`src/rtl/hazard_pkg.sv`:
```
// Shared opcodes, forwarding select codes and memory-wait state encoding
// for the pipeline hazard controller.
package hazard_pkg;

    localparam int unsigned OPC_W = 6;
    localparam int unsigned FWD_W = 2;

    localparam logic [OPC_W-1:0] OP_LW  = 6'b100011;
    localparam logic [OPC_W-1:0] OP_SW  = 6'b101011;
    localparam logic [OPC_W-1:0] OP_BEQ = 6'b000100;

    localparam logic [FWD_W-1:0] FWD_RF  = 2'b00;
    localparam logic [FWD_W-1:0] FWD_WB  = 2'b01;
    localparam logic [FWD_W-1:0] FWD_MEM = 2'b10;

    typedef enum logic [1:0] {
        MS_IDLE = 2'd0,
        MS_WAIT = 2'd1,
        MS_DONE = 2'd2,
        MS_ERR  = 2'd3
    } mem_state_e;

    function automatic logic is_ls(input logic [OPC_W-1:0] op);
        return (op == OP_LW) || (op == OP_SW);
    endfunction

endpackage

```
`src/rtl/hazard_ctrl_mem_wait_fsm.sv`:
```
// Freezes the pipeline while a MEM-stage load/store handshakes with memory;
// traps into a sticky error state when the transfer never acknowledges.
module mem_wait_fsm
    import hazard_pkg::*;
#(
    parameter int unsigned TIMEOUT = 1024
) (
    input  logic             clk,
    input  logic             rst,
    input  logic [OPC_W-1:0] mem_opcode,
    input  logic             mem_ack_i,
    output logic             pstop_o,
    output logic             mem_req_o,
    output logic             timeout_o
);

    localparam int unsigned WC_W    = (TIMEOUT > 2) ? $clog2(TIMEOUT) : 1;
    localparam int unsigned TO_LAST = (TIMEOUT == 0) ? 0 : TIMEOUT - 1;

    mem_state_e      state_q, state_d;
    logic [WC_W-1:0] wait_cnt_q, wait_cnt_d;
    logic            mem_is_ls;

    assign mem_is_ls = is_ls(mem_opcode);

    always_ff @(posedge clk) begin
        if (!rst) begin
            state_q    <= MS_IDLE;
            wait_cnt_q <= '0;
        end else begin
            state_q    <= state_d;
            wait_cnt_q <= wait_cnt_d;
        end
    end

    always_comb begin
        state_d    = state_q;
        wait_cnt_d = wait_cnt_q;
        pstop_o    = 1'b0;
        mem_req_o  = 1'b0;
        timeout_o  = 1'b0;
        case (state_q)
            MS_IDLE: begin
                pstop_o   = mem_is_ls;
                mem_req_o = mem_is_ls;
                if (mem_is_ls) begin
                    state_d    = MS_WAIT;
                    wait_cnt_d = '0;
                end
            end
            MS_WAIT: begin
                pstop_o    = 1'b1;
                mem_req_o  = 1'b1;
                wait_cnt_d = wait_cnt_q + WC_W'(1);
                // Ack in the final allowed cycle still completes the transfer
                if (mem_ack_i) begin
                    state_d = MS_DONE;
                end else if ((TIMEOUT != 0) && (wait_cnt_q == WC_W'(TO_LAST))) begin
                    state_d = MS_ERR;
                end
            end
            MS_DONE: begin
                state_d = MS_IDLE;
            end
            MS_ERR: begin
                pstop_o   = 1'b1;
                timeout_o = 1'b1;
            end
            default: begin
                state_d = MS_IDLE;
            end
        endcase
        if (!rst) begin
            pstop_o   = 1'b0;
            mem_req_o = 1'b0;
            timeout_o = 1'b0;
        end
    end

endmodule

```
`src/rtl/hazard_ctrl.sv`:
```
// RAW hazard detection, operand forwarding, branch flush and memory-wait
// freeze for a 5-stage MIPS pipeline, with a saturating stall counter.
module hazard_ctrl
    import hazard_pkg::*;
#(
    parameter int unsigned REG_W   = 5,
    parameter int unsigned FWD_EN  = 1,
    parameter int unsigned TIMEOUT = 1024,
    parameter int unsigned CNT_W   = 16
) (
    input  logic             clk,
    input  logic             rst,
    input  logic [OPC_W-1:0] id_opcode,
    input  logic [OPC_W-1:0] ex_opcode,
    input  logic [OPC_W-1:0] mem_opcode,
    input  logic [REG_W-1:0] id_rs,
    input  logic [REG_W-1:0] id_rt,
    input  logic             id_rt_is_source,
    input  logic [REG_W-1:0] ex_rs,
    input  logic [REG_W-1:0] ex_rt,
    input  logic [REG_W-1:0] ex_dst_reg,
    input  logic [REG_W-1:0] mem_dst_reg,
    input  logic [REG_W-1:0] wb_dst_reg,
    input  logic             ex_reg_write,
    input  logic             mem_reg_write,
    input  logic             wb_reg_write,
    input  logic             branch_taken_i,
    input  logic             mem_ack_i,
    output logic             mem_req_o,
    output logic             pstop_o,
    output logic             pc_write,
    output logic             if_id_write_en,
    output logic             id_ex_bubble,
    output logic             if_id_flush,
    output logic [FWD_W-1:0] fwd_a_o,
    output logic [FWD_W-1:0] fwd_b_o,
    output logic             timeout_o,
    output logic [CNT_W-1:0] stall_cnt_o
);

    logic             ex_dep, mem_dep, hazard;
    logic [CNT_W-1:0] stall_cnt_q, stall_cnt_d;

    mem_wait_fsm #(
        .TIMEOUT (TIMEOUT)
    ) u_mem_wait_fsm (
        .clk        (clk),
        .rst        (rst),
        .mem_opcode (mem_opcode),
        .mem_ack_i  (mem_ack_i),
        .pstop_o    (pstop_o),
        .mem_req_o  (mem_req_o),
        .timeout_o  (timeout_o)
    );

    function automatic logic id_reads(input logic [REG_W-1:0] r, input logic [REG_W-1:0] rs,
                                      input logic [REG_W-1:0] rt, input logic rt_src);
        return (r != '0) && ((r == rs) || (rt_src && (r == rt)));
    endfunction

    function automatic logic [FWD_W-1:0] fwd_sel(input logic [REG_W-1:0] src,
                                                 input logic mem_wr, input logic [REG_W-1:0] mem_dst,
                                                 input logic wb_wr, input logic [REG_W-1:0] wb_dst);
        if (mem_wr && (mem_dst == src) && (src != '0)) return FWD_MEM;
        if (wb_wr && (wb_dst == src) && (src != '0))   return FWD_WB;
        return FWD_RF;
    endfunction

    assign ex_dep  = ex_reg_write && id_reads(ex_dst_reg, id_rs, id_rt, id_rt_is_source);
    assign mem_dep = mem_reg_write && id_reads(mem_dst_reg, id_rs, id_rt, id_rt_is_source);

    // Forwarding covers ALU results; only load-use and branch compares in ID must wait
    always_comb begin
        hazard = 1'b0;
        if (FWD_EN != 0) begin
            hazard = (ex_dep && (ex_opcode == OP_LW)) ||
                     ((id_opcode == OP_BEQ) && ex_dep) ||
                     ((id_opcode == OP_BEQ) && mem_dep && (mem_opcode == OP_LW));
        end else begin
            hazard = ex_dep || mem_dep;
        end
    end

    always_comb begin
        pc_write       = 1'b1;
        if_id_write_en = 1'b1;
        id_ex_bubble   = 1'b0;
        if_id_flush    = 1'b0;
        fwd_a_o        = FWD_RF;
        fwd_b_o        = FWD_RF;
        if (FWD_EN != 0) begin
            fwd_a_o = fwd_sel(ex_rs, mem_reg_write, mem_dst_reg, wb_reg_write, wb_dst_reg);
            fwd_b_o = fwd_sel(ex_rt, mem_reg_write, mem_dst_reg, wb_reg_write, wb_dst_reg);
        end
        if (!rst) begin
            fwd_a_o = FWD_RF;
            fwd_b_o = FWD_RF;
        end else if (pstop_o) begin
            pc_write       = 1'b0;
            if_id_write_en = 1'b0;
        end else if (hazard) begin
            pc_write       = 1'b0;
            if_id_write_en = 1'b0;
            id_ex_bubble   = 1'b1;
        end else begin
            if_id_flush = branch_taken_i;
        end
    end

    always_comb begin
        stall_cnt_d = stall_cnt_q;
        if ((pstop_o || id_ex_bubble) && (stall_cnt_q != '1)) begin
            stall_cnt_d = stall_cnt_q + CNT_W'(1);
        end
    end

    always_ff @(posedge clk) begin
        if (!rst) begin
            stall_cnt_q <= '0;
        end else begin
            stall_cnt_q <= stall_cnt_d;
        end
    end

    assign stall_cnt_o = rst ? stall_cnt_q : '0;

endmodule

```
`config.mk`:
```
export PLATFORM = sky130hd
export DESIGN_NAME = hazard_ctrl
export DESIGN_NICKNAME = d
export VERILOG_FILES = /design/src/rtl/hazard_pkg.sv /design/src/rtl/hazard_ctrl_mem_wait_fsm.sv /design/src/rtl/hazard_ctrl.sv
export SDC_FILE = /design/constraint.sdc
export NUM_CORES = 1
export LEC_CHECK = 0
export BUFFER_PORTS_ARGS = -buffer_cell sky130_fd_sc_hd__buf_2
export CAP_MARGIN = 20
export CORE_ASPECT_RATIO = 0.9
export CORE_MARGIN = 5
export CORE_UTILIZATION = 49
export DETAILED_ROUTE_END_ITERATION = 8
export PLACE_DENSITY = 0.81
export SLEW_MARGIN = 20
export SYNTH_ARGS = -nofsm -noshare
export SYNTH_HDL_FRONTEND = slang
export SYNTH_SLANG_ARGS = --single-unit
export TNS_END_PERCENT = 30
```
`constraint.sdc`:
```
create_clock -name clk -period 2.6 [get_ports clk]
set_clock_uncertainty 0.2 [all_clocks]
set_input_delay 0.39 -clock clk [delete_from_list [all_inputs] [get_ports clk]]
set_output_delay 0.39 -clock clk [all_outputs]
set_load 0.03 [all_outputs]
```
==> results.cfg, run 1 <==
[timing]
setup_tns_ns = 0
setup_violations = 0
hold_viol = 0
fmax_mhz = 401.0
period_needed_ns = 2.494
worst_pin_slew_ns = 0.5034
relSlewSlack = 0.6613
slew_violations = 0
hold_ws_ns = 0.1085
fin_crit_sh = 0.9591
rsz0062_at_grt = no
finalWorstSetupSlack_ns = 0.1063

[global_routing]
grt_pass1_wl_um = 9466
grtUsageTotal = 0.1968
grt_antenna_before_repair = 0
grt_pass1_vias = 2142
grt_start_max_net_pins = 32
overflow = 0

[cells_and_area]
antenna_cells = 0
fillCellCount = 403
postLayoutCellArea_mm2 = 0.002843
nets = 419
finalNonFillerCells = 417
syn2layout_area_growth_pct = 28.00
multi_input_area_mm2 = 0.001573
drive_gt1_frac = 0.3465
utilization = 0.6414
seqCellArea_um2 = 560.5

[worst_setup_path]
worstPathMaxFanout = 3
critPathSlowestCell = or4_1
worst_path_largest_cell_delay_ns = 0.52
startpoint_type = input pin
crit_arrival_ns = 1.90
worst-setup-path-type = input pin to output pin
crit_buf_inv = 2
cpLargestDelayFamily = simple AND/OR/NAND/NOR gates
required_ns = 2.01
cp_cell_sequence = buf_2 -> or4_1 -> o21ai_1 -> a21oi_1 -> a32oi_2 -> and2_4 -> and3_1 -> buf_4
critPathCaptureType = output pin

[die]
row_count = 23
die_area_mm2 = 0.005981
core_mm2 = 0.004432
die_h_um = 73.87
initial_core_util = 0.5011
die_w_um = 80.97
num_io_pins = 88

[yosys]
yosysMostFrequentCell = xnor2_1
postSynthAreaPerCell_um2 = 8.349
yosys_register_bits = 28
seq_area_frac_synth = 0.2524
ys_types = 54
synth_top_cell_area_share = 0.2524
yosysWarnings = 0
synth_cells = 266
async_reset_ff_frac = 0
ys_top_cells_by_area = dfxtp_1 (25%), xnor2_1 (15%), and2_1 (5.6%)
synthTopCellsByCount = xnor2_1 (37), dfxtp_1 (28), nand2_1 (21)
synth_edf_count = 0
syn_nets = 329
ys.flop_type = dfxtp_1
synth_area_leader_cell = dfxtp_1
synth_area_mm2 = 0.002221

[routing]
drc = 0
top_layer_used = met4
dr_wl_met3_um = 324
wl_per_cell_um = 14.06
ant_nets = 0
drt-met1-wl_um = 2659
drt_iter0_markers = 93
viasPerCell = 5.324
num_vias = 2220
wirelength_um = 5863
wl_met2_um = 2845
dr.pass1.iters = 4

[cts]
numCtsBuffers = 3
cts_tree = built
clock_sinks = 28
h-tree-depth = 1
clock_latency_ns = 0.28
clock_path_buffers = 2
clk_pin_slew_worst_paths_ns = 0.10
clockRootBuffer = clkbuf_8

[placed_design]
post-dp-hpwl_um = 4766
gp_congestion = 0.9278
placed_area_mm2 = 0.002751
place_inst = 412
io_buffers = 87
place_ws_ns = -0.007527

[power]
total_power_mw = 0.9797
ir_drop_uv = 198.0
p_per_area_mw_per_mm2 = 344.6
p_leak_nw = 1.207

[outcome]
status = completed

[flow_run]
cap_violations = 0

[min_path]
hold_path_class = input pin to flop
final timing paths:
path                       start                        end  cells after the start  slack (ns)
setup / recovery   ex_dst_reg[1]                if_id_flush                      8        0.11
hold / removal         mem_ack_i  u_mem_wait_fsm.state_q[0]                      2        0.11
setup reg to reg  stall_cnt_q[3]             stall_cnt_q[8]                      7        0.34
hold reg to reg   stall_cnt_q[5]             stall_cnt_q[5]                      1        0.30
logic make-up after synthesis:
family | count (synthesis) | synth area share
flip-flops | 28 | 0.2524
multiplexers | 9 | 0.05183
AND/OR/NAND/NOR | 132 | 0.3476
adder cells (fa/ha/maj) | 2 | 0.01127
AO/OA/AOI/OAI | 32 | 0.1110
XOR/XNOR | 46 | 0.1814
buffers and inverters | 17 | 0.04451
power breakdown:
part / internal (mW) / total (mW) / switching (mW)
combinational: 0.102 / 0.201 / 0.0985
sequential: 0.430 / 0.433 / 0.00247
clock: 0.206 / 0.346 / 0.140
worst reg2reg max path, cell delays in order (launching register included):
cell,delay [ns]
dfxtp_1,0.41
and4_1,0.24
nand2_1,0.09
nor2_2,0.19
nand2_2,0.15
nor2_2,0.42
nor4_1,0.11
mux2_1,0.33
state kept, by name, indices dropped and copies added (netlist names):
| signal | count |
|---|---|
| stall_cnt_q | 16 |
| u_mem_wait_fsm.wait_cnt_q | 10 |
| u_mem_wait_fsm.state_q | 2 |
area by class of cell:
class                           instances  share of cell area
Clock buffer                            3             0.01452
Inverter                                2            0.002641
Multi-Input combinational cell        221              0.5533
Clock inverter                          1             0.01056
Timing Repair Buffer                  100              0.1945
Tap cell                               62             0.02729
Sequential cell                        28              0.1972
layout by cell type, fill, tap and decap left out, types with 2 or more instances in the layout:
| master | n |
|---|---|
| nor2_1 | 16 |
| nor2_2 | 2 |
| nor4_1 | 7 |
| nand4_1 | 12 |
| xnor2_1 | 37 |
| a22oi_1 | 2 |
| mux2_4 | 4 |
| nor4b_1 | 3 |
| o22ai_1 | 2 |
| inv_1 | 2 |
| clkbuf_8 | 3 |
| and2_1 | 20 |
| mux2_1 | 4 |
| ha_1 | 2 |
| o21ai_0 | 2 |
| o21ai_1 | 3 |
| nor3_2 | 3 |
| nor2b_1 | 13 |
| nand2_2 | 3 |
| a21oi_1 | 4 |
| buf_2 | 84 |
| xor2_1 | 9 |
| and3_1 | 6 |
| nand3_1 | 13 |
| nand2_1 | 19 |
| o31ai_1 | 4 |
| o41ai_1 | 2 |
| buf_4 | 15 |
| or4_1 | 5 |
| a21o_1 | 2 |
| nor3_1 | 2 |
| dfxtp_1 | 28 |
metal layers:
metal  GRT usage  vias up
li1            -     1124
met2      0.3245       64
met5           0        -
met4     0.03565        0
met3     0.03922        4
met1      0.2680     1028
timing repair:
action                                  CTS  global route
hold buffers                              0             0
endpoints found under the setup margin    0             3
gates resized for setup                   0             8
setup buffers                             0             1
No activity file was read; power rests on OpenSTA's default activity.
==> run 2, diff against run 1 <==
==> constraint.sdc (replaced) <==
create_clock -name clk -period 2.7 [get_ports clk]
set_clock_uncertainty 0.2 [all_clocks]
set_input_delay 0.405 -clock clk [delete_from_list [all_inputs] [get_ports clk]]
set_output_delay 0.405 -clock clk [all_outputs]
set_load 0.03 [all_outputs]
==> results.cfg, run 2 (synthesis gave the netlist of run 1 again) <==
[routing]
wirelength_um = 5852
wl_per_cell_um = 14.14
ant_nets = 0
drc = 0
drt_iter0_markers = 114
dr.pass1.iters = 5
num_vias = 2215
viasPerCell = 5.350

[flow_run]
cap_violations = 0

[die]
die_area_mm2 = 0.005981
row_count = 23
core_mm2 = 0.004432
die_w_um = 80.97
initial_core_util = 0.5011
die_h_um = 73.87
num_io_pins = 88

[worst_setup_path]
startpoint = ex_dst_reg[1]
reg2reg_from = stall_cnt_q[3]
worst_path_largest_cell_delay_ns = 0.51
crit_buf_inv = 2
crit_arrival_ns = 1.97
reg2regPathDepth = 7
reg2reg_to = stall_cnt_q[4]
required_ns = 2.10
worst-setup-path-type = input pin to output pin
endpoint = if_id_flush
startpoint_type = input pin
worstPathMaxFanout = 3
cp_cell_sequence = buf_2 -> or4_1 -> o21ai_1 -> a21oi_1 -> a32oi_2 -> and2_4 -> and3_1 -> clkbuf_4
path_depth = 8
critPathSlowestCell = or4_1
r2r_slack_ns = 0.44
critPathCaptureType = output pin
cpLargestDelayFamily = simple AND/OR/NAND/NOR gates

[cts]
clk_pin_slew_worst_paths_ns = 0.10
clock_latency_ns = 0.27
numCtsBuffers = 3
cts_tree = built
clock_path_buffers = 2
h-tree-depth = 1
hold_buffers = 0
clock_sinks = 28
clockRootBuffer = clkbuf_8

[cells_and_area]
final_common_cell = buf_2
syn2layout_area_growth_pct = 24.96
largest_registers = stall_cnt_q (16), u_mem_wait_fsm.wait_cnt_q (10), u_mem_wait_fsm.state_q (2)
utilization = 0.6262
top_register = stall_cnt_q
antenna_cells = 0
seqCellArea_um2 = 560.5
largest_register_ffs = 16
drive_gt1_frac = 0.3324
fillCellCount = 393
multi_input_area_mm2 = 0.001562
mostFrequentLayoutCells = buf_2 (86), xnor2_1 (37), dfxtp_1 (28), nand2_1 (21), and2_1 (20)
nets = 416

[placed_design]
post-dp-hpwl_um = 4804
gp_congestion = 0.9778
io_buffers = 87
place_ws_ns = 0.03207

[outcome]
status = completed

[timing]
finalWorstSetupSlack_ns = 0.1294
hold_viol = 0
relSlewSlack = 0.7021
worst_pin_slew_ns = 0.4463
slew_violations = 0
fmax_mhz = 389.0
fin_crit_sh = 0.9521
setup_tns_ns = 0
hold_ws_ns = 0.1292
period_needed_ns = 2.571
setup_violations = 0
rsz0062_at_grt = no

[global_routing]
grtUsageTotal = 0.2035
grt_antenna_before_repair = 0
grt_start_max_net_pins = 33
grt_pass1_vias = 2172
overflow = 0
grt_pass1_wl_um = 9784

[power]
p_per_area_mw_per_mm2 = 312.6
p_leak_nw = 1.176
ir_drop_uv = 275.8

[min_path]
hold_depth = 2
hold_path_class = input pin to flop
-- run 2: layout make-up --
cell class | instances | share of cell area
multi-input combinational | 221 | 0.5627
sequential | 28 | 0.2020
timing repair buffer | 97 | 0.1849
tap | 62 | 0.02795
clock buffer | 4 | 0.01984
inverter | 2 | 0.002705
-- run 2: report_power, final --
| group | switching, mW | internal [mW] | leakage (nW) |
|---|---|---|---|
| Clock | 0.132 | 0.131 | 0.0288 |
| Combinational | 0.0934 | 0.0949 | 0.921 |
| Sequential | 0.00219 | 0.414 | 0.226 |
-- run 2: timing repair --
item                       4_1_cts  5_1_grt
setup endpoints to repair        0        1
hold endpoints to repair         0        0
gates resized for setup          0        1
setup buffers                    0        0
-- run 2: per-stage QoR --
| stage | power, mW | cell area, um^2 | cells |
|---|---|---|---|
| after floorplan | 0.5355 | 2221 | 266 |
| after global placement | 0.6078 | 2718 | 410 |
| after detailed placement | 0.6130 | 2718 | 410 |
| after CTS | 0.8721 | 2773 | 414 |
| after global routing | 0.9085 | 2775 | 414 |
| final | 0.8674 | 2775 | 414 |
-- run 2: how the worst min path moves through the flow --
stage	from	slack [ns]	end
after global placement	stall_cnt_q[5]	0.28	stall_cnt_q[5]
final	mem_ack_i	0.13	u_mem_wait_fsm.state_q[0]
after floorplan	stall_cnt_q[5]	0.25	stall_cnt_q[5]
after global routing	mem_ack_i	0.15	u_mem_wait_fsm.state_q[0]
after detailed placement	stall_cnt_q[5]	0.29	stall_cnt_q[5]
after CTS	mem_ack_i	0.13	u_mem_wait_fsm.state_q[0]
-- run 2: per-layer routing --
metal	wire length (um)	share of wire	global-route usage	vias up
met5	0	0	0	-
met4	95	0.016	0.05253	0
met3	313	0.053	0.02941	8
met2	2862	0.49	0.3455	61
met1	2580	0.44	0.2696	1023
li1	-	-	-	1123
